`src/rtl/conv_mac_ctrl.sv`:
```
// conv_mac_ctrl: sequences a 2-D valid-mode convolution through an external MAC.
// It walks every output position, fetches input and filter words from
// row-major memories, feeds the MAC and hands each result out with a
// valid/ready handshake.
// Optional feature: define CONV_RELU_EN to clamp negative results to zero.
module conv_mac_ctrl #(
    parameter int INW  = 16,
    parameter int OUTW = 64,
    parameter int NMAX = 16,
    parameter int KMAX = 5,
    localparam int XAW = ($clog2(NMAX * NMAX) < 1) ? 1 : $clog2(NMAX * NMAX),
    localparam int WAW = ($clog2(KMAX * KMAX) < 1) ? 1 : $clog2(KMAX * KMAX),
    localparam int NW  = $clog2(NMAX + 1),
    localparam int KW  = $clog2(KMAX + 1)
) (
    input  logic            clk,
    input  logic            reset,
    input  logic            start,
    input  logic [NW-1:0]   n,
    input  logic [KW-1:0]   k,
    input  logic [OUTW-1:0] bias,
    output logic            busy,
    output logic            done,
    output logic [XAW-1:0]  x_addr,
    output logic [WAW-1:0]  w_addr,
    input  logic [INW-1:0]  x_data,
    input  logic [INW-1:0]  w_data,
    output logic [INW-1:0]  mac_in0,
    output logic [INW-1:0]  mac_in1,
    output logic [OUTW-1:0] mac_init_value,
    output logic            mac_init_acc,
    output logic            mac_input_valid,
    input  logic [OUTW-1:0] mac_out,
    output logic [OUTW-1:0] y_data,
    output logic [XAW-1:0]  y_idx,
    output logic            y_valid,
    input  logic            y_ready
);

    localparam int CW = (NW > KW) ? NW : KW;

    typedef enum logic [2:0] {IDLE, INIT, ISSUE, DRAIN, OUT} state_t;

    state_t          state_q, state_d;
    logic [NW-1:0]   n_q, n_d;
    logic [KW-1:0]   k_q, k_d;
    logic [OUTW-1:0] bias_q, bias_d;
    logic [NW-1:0]   r_q, r_d, c_q, c_d;
    logic [KW-1:0]   i_q, i_d, j_q, j_d;
    logic            drain_q, drain_d;
    logic            valid_q, valid_d;
    logic            done_q, done_d;

    logic [NW-1:0]   last_rc;
    logic            start_ok;
    logic            last_tap;
    logic            last_out;

    assign last_rc  = n_q - NW'(k_q);
    assign start_ok = start && (k != '0) && (CW'(k) <= CW'(n));
    assign last_tap = (i_q == k_q - KW'(1)) && (j_q == k_q - KW'(1));
    assign last_out = (r_q == last_rc) && (c_q == last_rc);

    // State and datapath registers, all cleared by the synchronous reset
    always_ff @(posedge clk) begin
        if (reset) begin
            state_q <= IDLE;
            n_q     <= '0;
            k_q     <= '0;
            bias_q  <= '0;
            r_q     <= '0;
            c_q     <= '0;
            i_q     <= '0;
            j_q     <= '0;
            drain_q <= 1'b0;
            valid_q <= 1'b0;
            done_q  <= 1'b0;
        end else begin
            state_q <= state_d;
            n_q     <= n_d;
            k_q     <= k_d;
            bias_q  <= bias_d;
            r_q     <= r_d;
            c_q     <= c_d;
            i_q     <= i_d;
            j_q     <= j_d;
            drain_q <= drain_d;
            valid_q <= valid_d;
            done_q  <= done_d;
        end
    end

    // Next-state selection: INIT -> ISSUE (k*k taps) -> DRAIN (2) -> OUT
    always_comb begin
        state_d = state_q;
        case (state_q)
            IDLE:    if (start_ok) state_d = INIT;
            INIT:    state_d = ISSUE;
            ISSUE:   if (last_tap) state_d = DRAIN;
            DRAIN:   if (drain_q) state_d = OUT;
            OUT:     if (y_ready) state_d = last_out ? IDLE : INIT;
            default: state_d = IDLE;
        endcase
    end

    // Counter, latch and strobe updates; the MAC valid trails ISSUE by one cycle
    always_comb begin
        n_d     = n_q;
        k_d     = k_q;
        bias_d  = bias_q;
        r_d     = r_q;
        c_d     = c_q;
        i_d     = i_q;
        j_d     = j_q;
        drain_d = drain_q;
        valid_d = (state_q == ISSUE);
        done_d  = 1'b0;
        case (state_q)
            IDLE: begin
                if (start_ok) begin
                    n_d    = n;
                    k_d    = k;
                    bias_d = bias;
                    r_d    = '0;
                    c_d    = '0;
                    i_d    = '0;
                    j_d    = '0;
                end
            end
            ISSUE: begin
                if (j_q == k_q - KW'(1)) begin
                    j_d = '0;
                    i_d = (i_q == k_q - KW'(1)) ? '0 : i_q + KW'(1);
                end else begin
                    j_d = j_q + KW'(1);
                end
            end
            DRAIN: drain_d = ~drain_q;
            OUT: begin
                if (y_ready) begin
                    if (last_out) begin
                        done_d = 1'b1;
                    end else if (c_q == last_rc) begin
                        c_d = '0;
                        r_d = r_q + NW'(1);
                    end else begin
                        c_d = c_q + NW'(1);
                    end
                end
            end
            default: ;
        endcase
    end

    // Output decode from state and counters
    always_comb begin
        busy            = (state_q != IDLE);
        done            = done_q;
        mac_init_acc    = (state_q == INIT);
        mac_input_valid = valid_q;
        y_valid         = (state_q == OUT);
        mac_in0         = x_data;
        mac_in1         = w_data;
        mac_init_value  = bias_q;
        x_addr          = (XAW'(r_q) + XAW'(i_q)) * XAW'(n_q) + XAW'(c_q) + XAW'(j_q);
        w_addr          = WAW'(i_q) * WAW'(k_q) + WAW'(j_q);
        y_idx           = XAW'(r_q) * XAW'(last_rc + NW'(1)) + XAW'(c_q);
`ifdef CONV_RELU_EN
        y_data          = mac_out[OUTW-1] ? '0 : mac_out;
`else
        y_data          = mac_out;
`endif
    end

endmodule

```
`config.mk`:
```
export PLATFORM = sky130hd
export DESIGN_NAME = conv_mac_ctrl
export DESIGN_NICKNAME = d
export VERILOG_FILES = /design/src/rtl/conv_mac_ctrl.sv
export SDC_FILE = /design/constraint.sdc
export NUM_CORES = 1
export LEC_CHECK = 0
export ABC_AREA = 1
export BUFFER_PORTS_ARGS = -buffer_cell sky130_fd_sc_hd__buf_2
export CORE_AREA = 2 2 138 140
export CTS_CLUSTER_DIAMETER = 120
export DETAILED_ROUTE_END_ITERATION = 8
export DIE_AREA = 0 0 140 142
export GPL_TIMING_DRIVEN = 0
export PLACE_DENSITY = 0.77
export SLEW_MARGIN = 20
export SYNTH_ARGS = -nofsm -noshare
export SYNTH_HDL_FRONTEND = slang
export SYNTH_SLANG_ARGS = --single-unit
```
`constraint.sdc`:
```
create_clock -name clk -period 6.8 [get_ports clk]
set_clock_uncertainty 0.05 [all_clocks]
set_input_delay 0.34 -clock clk [delete_from_list [all_inputs] [get_ports clk]]
set_output_delay 0.34 -clock clk [all_outputs]
set_load 0.02 [all_outputs]
```
==> results.md, run 1 <==
- Cell Area, Placed: 8740 µm²
- Final cell count without fillers: 1,468
- Row cnt: 50
- First drt pass iteration count: 9
- CP Class: register to output port
- Post-route ant nets: 0
- Layout area overhead: 26.5%
- Port bufs: 260
- Switching share of power: 0.479
- Tcrit/Tclk final: 0.880
- Antenna diode count: 0
- Clock latency at the later pin of the worst-skew pair: 340 ps
- Routability congestion estimate from global placement: 0.919
- Hold Vio Cnt, Final: 0
- Met3 usage: 0.0458
- Util after Layout: 0.490
- M2 GR Usage: 0.334
- Worst reg2reg path depth: 14
- YS warnings: 0
- Highest Clock Rate: 167 MHz
- Ports: 358
- Via count: 6,726
- Netlist cell types: 38
- Clock share of power: 0.185
- Largest net degree at the start of global routing: 20
- P_sw: 1.31 mW
- All-Layer GR Usage: 0.181
- Hold path depth: 3
- Vias per cell: 4.58
- Final Critical Period: 5990 ps
- Setup crit start kind: register
- Worst vdd ir: 0.000209 V
- CTS resizes: 0
- Post-Syn Nets: 1,222
- Layout cells sized above 1: 0.340
- Synthesized cell area: 7150 µm²
- CTS tree: built
- Failing checks: design-rule violations
- Reg2reg end: c_q[4]
- Sink Count: 94
- HPWL after DPL: 15,300 µm
- Crit end category: output port
- Worst hold margin: 184 ps
- Worst-path clk slew: 80 ps
- RSZ-0062 raised after global routing: false
- Worst Hold End: mac_init_value[10]
- Gr ovfl total: 0
- GR Util met1: 0.209
- # nets final: 1,493
- Drt total wl: 18,500 µm
- Worst path arrival time: 5600 ps
- Logic pwr share: 0.536
- Die height: 142 µm
- Worst hold start: bias[10]
- Final worst setup slack: 815 ps
- Worst slew pin tran: 659 ps
- Status: finished with violations
- Final setup violation count: 0
- Pre-CTS setup slack: 1210 ps
- Core Box Area: 18,500 µm²
- H-tree level count: 3
- GR peak layer: met2
- Mapped Cells: 958
- Leakage: 4.95 nW
- Vias in the first global route: 6,456
- Register share of total power: 0.279
- Maxcap violations: 0
- Inserted Clock Buffers: 9
- Pwr dens: 301 nW/µm²
- Setup TNS: 0 ps
- Min-delay worst type: primary input to register
- Post-CTS setup buffers: 0
- Antenna violations before repair: 0
- Worst Path Max Fanout: 5
- Pins Over Slew Limit: 0
- Max-slew headroom: 0.561
- Clock root buffer: clkbuf_16
- Finished layout cell area: 9050 µm²
- Initial core utilization: 0.387
- Sequential fraction of the synthesis area: 0.263
- Post-synthesis area per instance: 7.46 µm²
- Initial DRC count: 321
- Filler Cell Count: 1,862
- Internal Power: 1.42 mW
- Yosys reg bits: 94
- Wire per inst: 12.6 µm
- FF-to-FF setup slack: 4130 ps
- WP data required: 6410 ps
- Die Width: 140 µm
- Die area: 19,900 µm²
- Placed Instances: 1,452
- Drt drc: 15
- First-pass GRT wire length: 29,700 µm
- Hold_buf cts: 0
- Clock tree buffer depth: 2
- Tot Pwr: 2.72 mW
- Reg2reg start: n_q[0]
==> worst max-delay path by stage <==
stage | slack [ps] | cells past startpoint | end | from
finish | 810 | 25 | y_idx[7] | n_q[0]
global route | 430 | 25 | y_idx[7] | n_q[0]
CTS | 830 | 25 | y_idx[7] | n_q[0]
detailed placement | 1210 | 25 | y_idx[7] | n_q[0]
global placement | 1300 | 25 | y_idx[7] | n_q[0]
floorplan | 1710 | 24 | y_idx[7] | n_q[0]
==> power groups by stage <==
stage / Combinational (mW) / Sequential, mW / Clock, mW
global route: 1.64 / 0.775 / 0.534
global placement: 1.44 / 0.767 / 0
finish: 1.46 / 0.760 / 0.505
detailed placement: 1.46 / 0.771 / 0
floorplan: 1.02 / 0.817 / 0
CTS: 1.47 / 0.759 / 0.513
==> worst max-delay path, cell delays in order, from the launching register on <==
cell,delay [ps]
dfxtp_1,390
inv_1,140
ha_1,250
fa_1,480
inv_1,140
ha_1,150
inv_1,50
nor2_1,130
inv_1,70
o21ai_0,140
and2_1,260
nand2_1,100
fa_1,520
fa_1,440
fa_1,540
inv_1,40
ha_1,350
a21oi_1,140
nand2_1,100
a21o_1,160
a21oi_1,170
nand3_1,120
nand2_1,100
nand2_1,50
nand2_1,50
buf_2,160
==> Yosys cell counts <==
| master | n | share of area |
|---|---|---|
| ha_1 | 56 | 0.098 |
| a31o_2 | 1 | 0.0012 |
| nor2_1 | 41 | 0.022 |
| inv_2 | 7 | 0.0037 |
| clkbuf_1 | 20 | 0.011 |
| nor3b_1 | 1 | 0.0011 |
| a21oi_2 | 4 | 0.0049 |
| o21ai_1 | 2 | 0.0014 |
| or2_0 | 1 | 0.00088 |
| or2_2 | 1 | 0.00088 |
| nand3_1 | 22 | 0.015 |
| o21bai_1 | 2 | 0.0021 |
| and2_1 | 1 | 0.00088 |
| xor2_1 | 22 | 0.027 |
| a31oi_1 | 1 | 0.00088 |
| dfxtp_1 | 94 | 0.26 |
| nor2_2 | 2 | 0.0017 |
| inv_1 | 118 | 0.062 |
| nand4_1 | 12 | 0.011 |
| buf_1 | 1 | 0.00052 |
| or2_1 | 1 | 0.00088 |
| xnor2_1 | 8 | 0.0098 |
| nor2_4 | 5 | 0.0079 |
| nand3_4 | 3 | 0.0074 |
| o22ai_1 | 1 | 0.00088 |
| a21oi_1 | 93 | 0.065 |
| o21ai_4 | 1 | 0.0023 |
| nand3_2 | 4 | 0.0056 |
| o21ai_0 | 17 | 0.012 |
| a21boi_1 | 1 | 0.0011 |
| nand2_2 | 11 | 0.0096 |
| nand2_1 | 256 | 0.13 |
| nor3_1 | 4 | 0.0028 |
| nand2_4 | 1 | 0.0016 |
| buf_2 | 7 | 0.0049 |
| a21o_1 | 3 | 0.0031 |
| fa_1 | 36 | 0.10 |
| buf_4 | 97 | 0.10 |
==> cell families (layout without fill, tap and decap cells) <==
family | count (synthesis) | in the layout | share of synthesized area
adder cells (fa/ha/maj) | 92 | 92 | 0.199
XOR/XNOR | 30 | 30 | 0.0368
AO/OA/AOI/OAI | 126 | 126 | 0.0949
flip-flops | 94 | 94 | 0.263
AND/OR/NAND/NOR | 366 | 366 | 0.223
buffers and inverters | 250 | 526 | 0.183
==> placed cells by master (no fill, tap or decap), drive strengths merged, types with 2 or more instances in the layout <==
cell type / instances
a21o: 3
a21oi: 97
buf: 365
clkbuf: 29
clkinv: 2
clkinvlp: 2
dfxtp: 94
fa: 36
ha: 56
inv: 128
nand2: 268
nand3: 29
nand4: 12
nor2: 48
nor3: 4
o21ai: 20
o21bai: 2
or2: 3
xnor2: 8
xor2: 22
==> registers in the layout, summed over array words and instances (netlist names) <==
signal / count
state_q: 3
i_q: 3
n_q: 5
mac_input_valid: 1
mac_init_value: 64
drain_q: 1
k_q: 3
r_q: 5
done: 1
c_q: 5
j_q: 3
==> layer usage <==
| layer | routed length [µm] | share of wire |
|---|---|---|
| met5 | 0 | 0 |
| met4 | 315 | 0.017 |
| met3 | 1480 | 0.080 |
| met2 | 9340 | 0.50 |
| met1 | 7390 | 0.40 |
==> cell type report <==
type / instances / area, µm² / area share
Buffer: 125 / 842 / 0.0931
Clock buffer: 9 / 225 / 0.0249
Clock inverter: 7 / 78.8 / 0.00871
Inverter: 125 / 469 / 0.0519
Multi-Input combinational cell: 614 / 3960 / 0.437
Sequential cell: 94 / 1880 / 0.208
Tap cell: 234 / 293 / 0.0324
Timing Repair Buffer: 260 / 1300 / 0.144
No activity file was read; power rests on OpenSTA's default activity.
==> run 2, diff against run 1 <==
--- a/config.mk
+++ b/config.mk
@@ -7,12 +7,13 @@
 export LEC_CHECK = 0
 export ABC_AREA = 1
 export BUFFER_PORTS_ARGS = -buffer_cell sky130_fd_sc_hd__buf_2
-export CORE_AREA = 2 2 138 140
+export CORE_AREA = 2 2 141 143
+export CTS_BUF_LIST = sky130_fd_sc_hd__clkbuf_16
 export CTS_CLUSTER_DIAMETER = 120
 export DETAILED_ROUTE_END_ITERATION = 8
-export DIE_AREA = 0 0 140 142
+export DIE_AREA = 0 0 143 145
 export GPL_TIMING_DRIVEN = 0
-export PLACE_DENSITY = 0.77
+export PLACE_DENSITY = 0.74
 export SLEW_MARGIN = 20
 export SYNTH_ARGS = -nofsm -noshare
 export SYNTH_HDL_FRONTEND = slang
==> constraint.sdc (replaced) <==
create_clock -name clk -period 7.7 [get_ports clk]
set_clock_uncertainty 0.05 [all_clocks]
set_input_delay 0.385 -clock clk [delete_from_list [all_inputs] [get_ports clk]]
set_output_delay 0.385 -clock clk [all_outputs]
set_load 0.02 [all_outputs]
==> run 2 against run 1 <==
Net effect:
- the run now ends clean
- count of clock-buffer cells in the layout unchanged
- total power decreased by 12%
- die area increased by 4.3%
- sequential power decreased by 12%
- design area increased by 0.28%
- flip-flop and latch count unchanged
- largest power group unchanged
- highest routed layer is now met5
==> results.md, run 2 (synthesis gave the netlist of run 1 again) <==
- Setup crit start kind: register
- First-pass GRT wire length: 30,700 µm
- CP Launch Point: n_q[0]
- Largest net degree at the start of global routing: 19
- Min-delay worst type: primary input to register
- Worst hold start: bias[13]
- Port bufs: 260
- Layout cells sized above 1: 0.340
- Crit end category: output port
- Inserted Clock Buffers: 9
- Worst vdd ir: 0.000169 V
- Setup TNS: 0 ps
- Final cell count without fillers: 1,499
- Drt drc: 0
- Hold Vio Cnt, Final: 0
- Antenna diode count: 0
- Reg2reg start: n_q[0]
- CTS tree: built
- Max-slew headroom: 0.519
- Post-CTS setup buffers: 0
- Filler Cell Count: 1,935
- # nets final: 1,493
- Core Box Area: 19,200 µm²
- Wire per inst: 12.5 µm
- Ports: 358
- Worst path arrival time: 5630 ps
- Row cnt: 51
- Gr ovfl total: 0
- Highest Clock Rate: 165 MHz
- Die area: 20,700 µm²
- RSZ-0062 raised after global routing: false
- Pins Over Slew Limit: 0
- First drt pass iteration count: 4
- All-Layer GR Usage: 0.181
- Worst-path clk slew: 70 ps
- Status: finished clean
- Hold_buf cts: 0
- Post-route ant nets: 0
- Util after Layout: 0.472
- Via count: 6,732
- Vias in the first global route: 6,571
- Vias per cell: 4.49
- Drt total wl: 18,800 µm
- Commonest cells after routing, fill and taps aside: buf_2, nand2_1, inv_1
- Clock latency at the later pin of the worst-skew pair: 340 ps
- Initial DRC count: 280
- Clock tree buffer depth: 2
- Commonest non-fill, non-tap cell in the layout: buf_2
- Initial core utilization: 0.372
- Tcrit/Tclk final: 0.788
- HPWL after DPL: 15,800 µm
- Routability congestion estimate from global placement: 0.916
- Clock root buffer: clkbuf_16
- H-tree level count: 3
- Pwr dens: 264 nW/µm²
- Die height: 145 µm
- Maxcap violations: 0
- WP data required: 7260 ps
- Worst slew pin tran: 721 ps
- Final Critical Period: 6060 ps
- Worst Path Max Fanout: 5
- Placed Instances: 1,483
- Final setup violation count: 0
- Leakage: 4.94 nW
- Largest register FFs: 64
- Sink Count: 94
- CP Class: register to output port
- Layout area overhead: 26.9%
- Die Width: 143 µm
- Antenna violations before repair: 1
- CTS resizes: 0
==> run 2: changes by cell type in the layout (fill, tap and decap cells not counted) <==
cell	change
clkinv_8	-2
clkinv_4	+1
clkinvlp_4	+1
inv_6	-1
inv_8	+1
==> run 2: cell type report <==
type	instances	area, µm²	area share
sequential	94	1880	0.207
timing repair buffer	260	1300	0.143
multi-input combinational	614	3960	0.436
buffer	125	842	0.0928
clock inverter	7	65.1	0.00717
inverter	125	469	0.0517
tap	265	332	0.0365
clock buffer	9	225	0.0248
==> run 2: power by group <==
part	switching, mW	internal [mW]	leakage (nW)
logic	0.844	0.447	4.04
clock network	0.206	0.226	0.134
registers	0.0954	0.576	0.768
total	1.15	1.25	4.94
==> run 2: path summary, 6_finish.rpt <==
check	to	cells past startpoint	slack [ps]
worst min-delay path	mac_init_value[13]	3	230
worst min register to register	mac_init_value[59]	2	410
worst max register to register	c_q[4]	14	5000
worst max-delay path	y_idx[7]	25	1640
==> run 2: critical path, cell delays in order, from the launching register on <==
cell and delay [ps]:
dfxtp_1 410, inv_1 150, ha_1 250, fa_1 480, inv_1 150, ha_1 160, inv_1 40, nor2_1 140
inv_1 70, o21ai_0 140, and2_1 260, nand2_1 100, fa_1 510, fa_1 450, fa_1 550, inv_1 40
ha_1 340, a21oi_1 150, nand2_1 100, a21o_1 170, a21oi_1 160, nand3_1 120, nand2_1 100, nand2_1 50
nand2_1 50, buf_2 160
==> run 2: through the flow <==
step	setup slack (ps)	power, mW	cell area (µm²)	hold WS, ps
after global routing	1090	2.61	9070	226
final	1640	2.40	9070	230
after detailed placement	2040	1.98	8780	402
after global placement	2120	1.96	8780	398
after CTS	1660	2.41	9070	220
after floorplan	2570	1.62	7150	394
==> run 2: routing by layer <==
metal  GRT usage  vias to the layer above  wire [µm]  share of wire
met5           0                        -         16        0.00085
met4      0.0535                        2        437          0.023
met3      0.0459                       31       1510          0.080
met2       0.321                      264       9380           0.50
met1       0.212                     2999       7440           0.40
li1            -                     3436          -              -
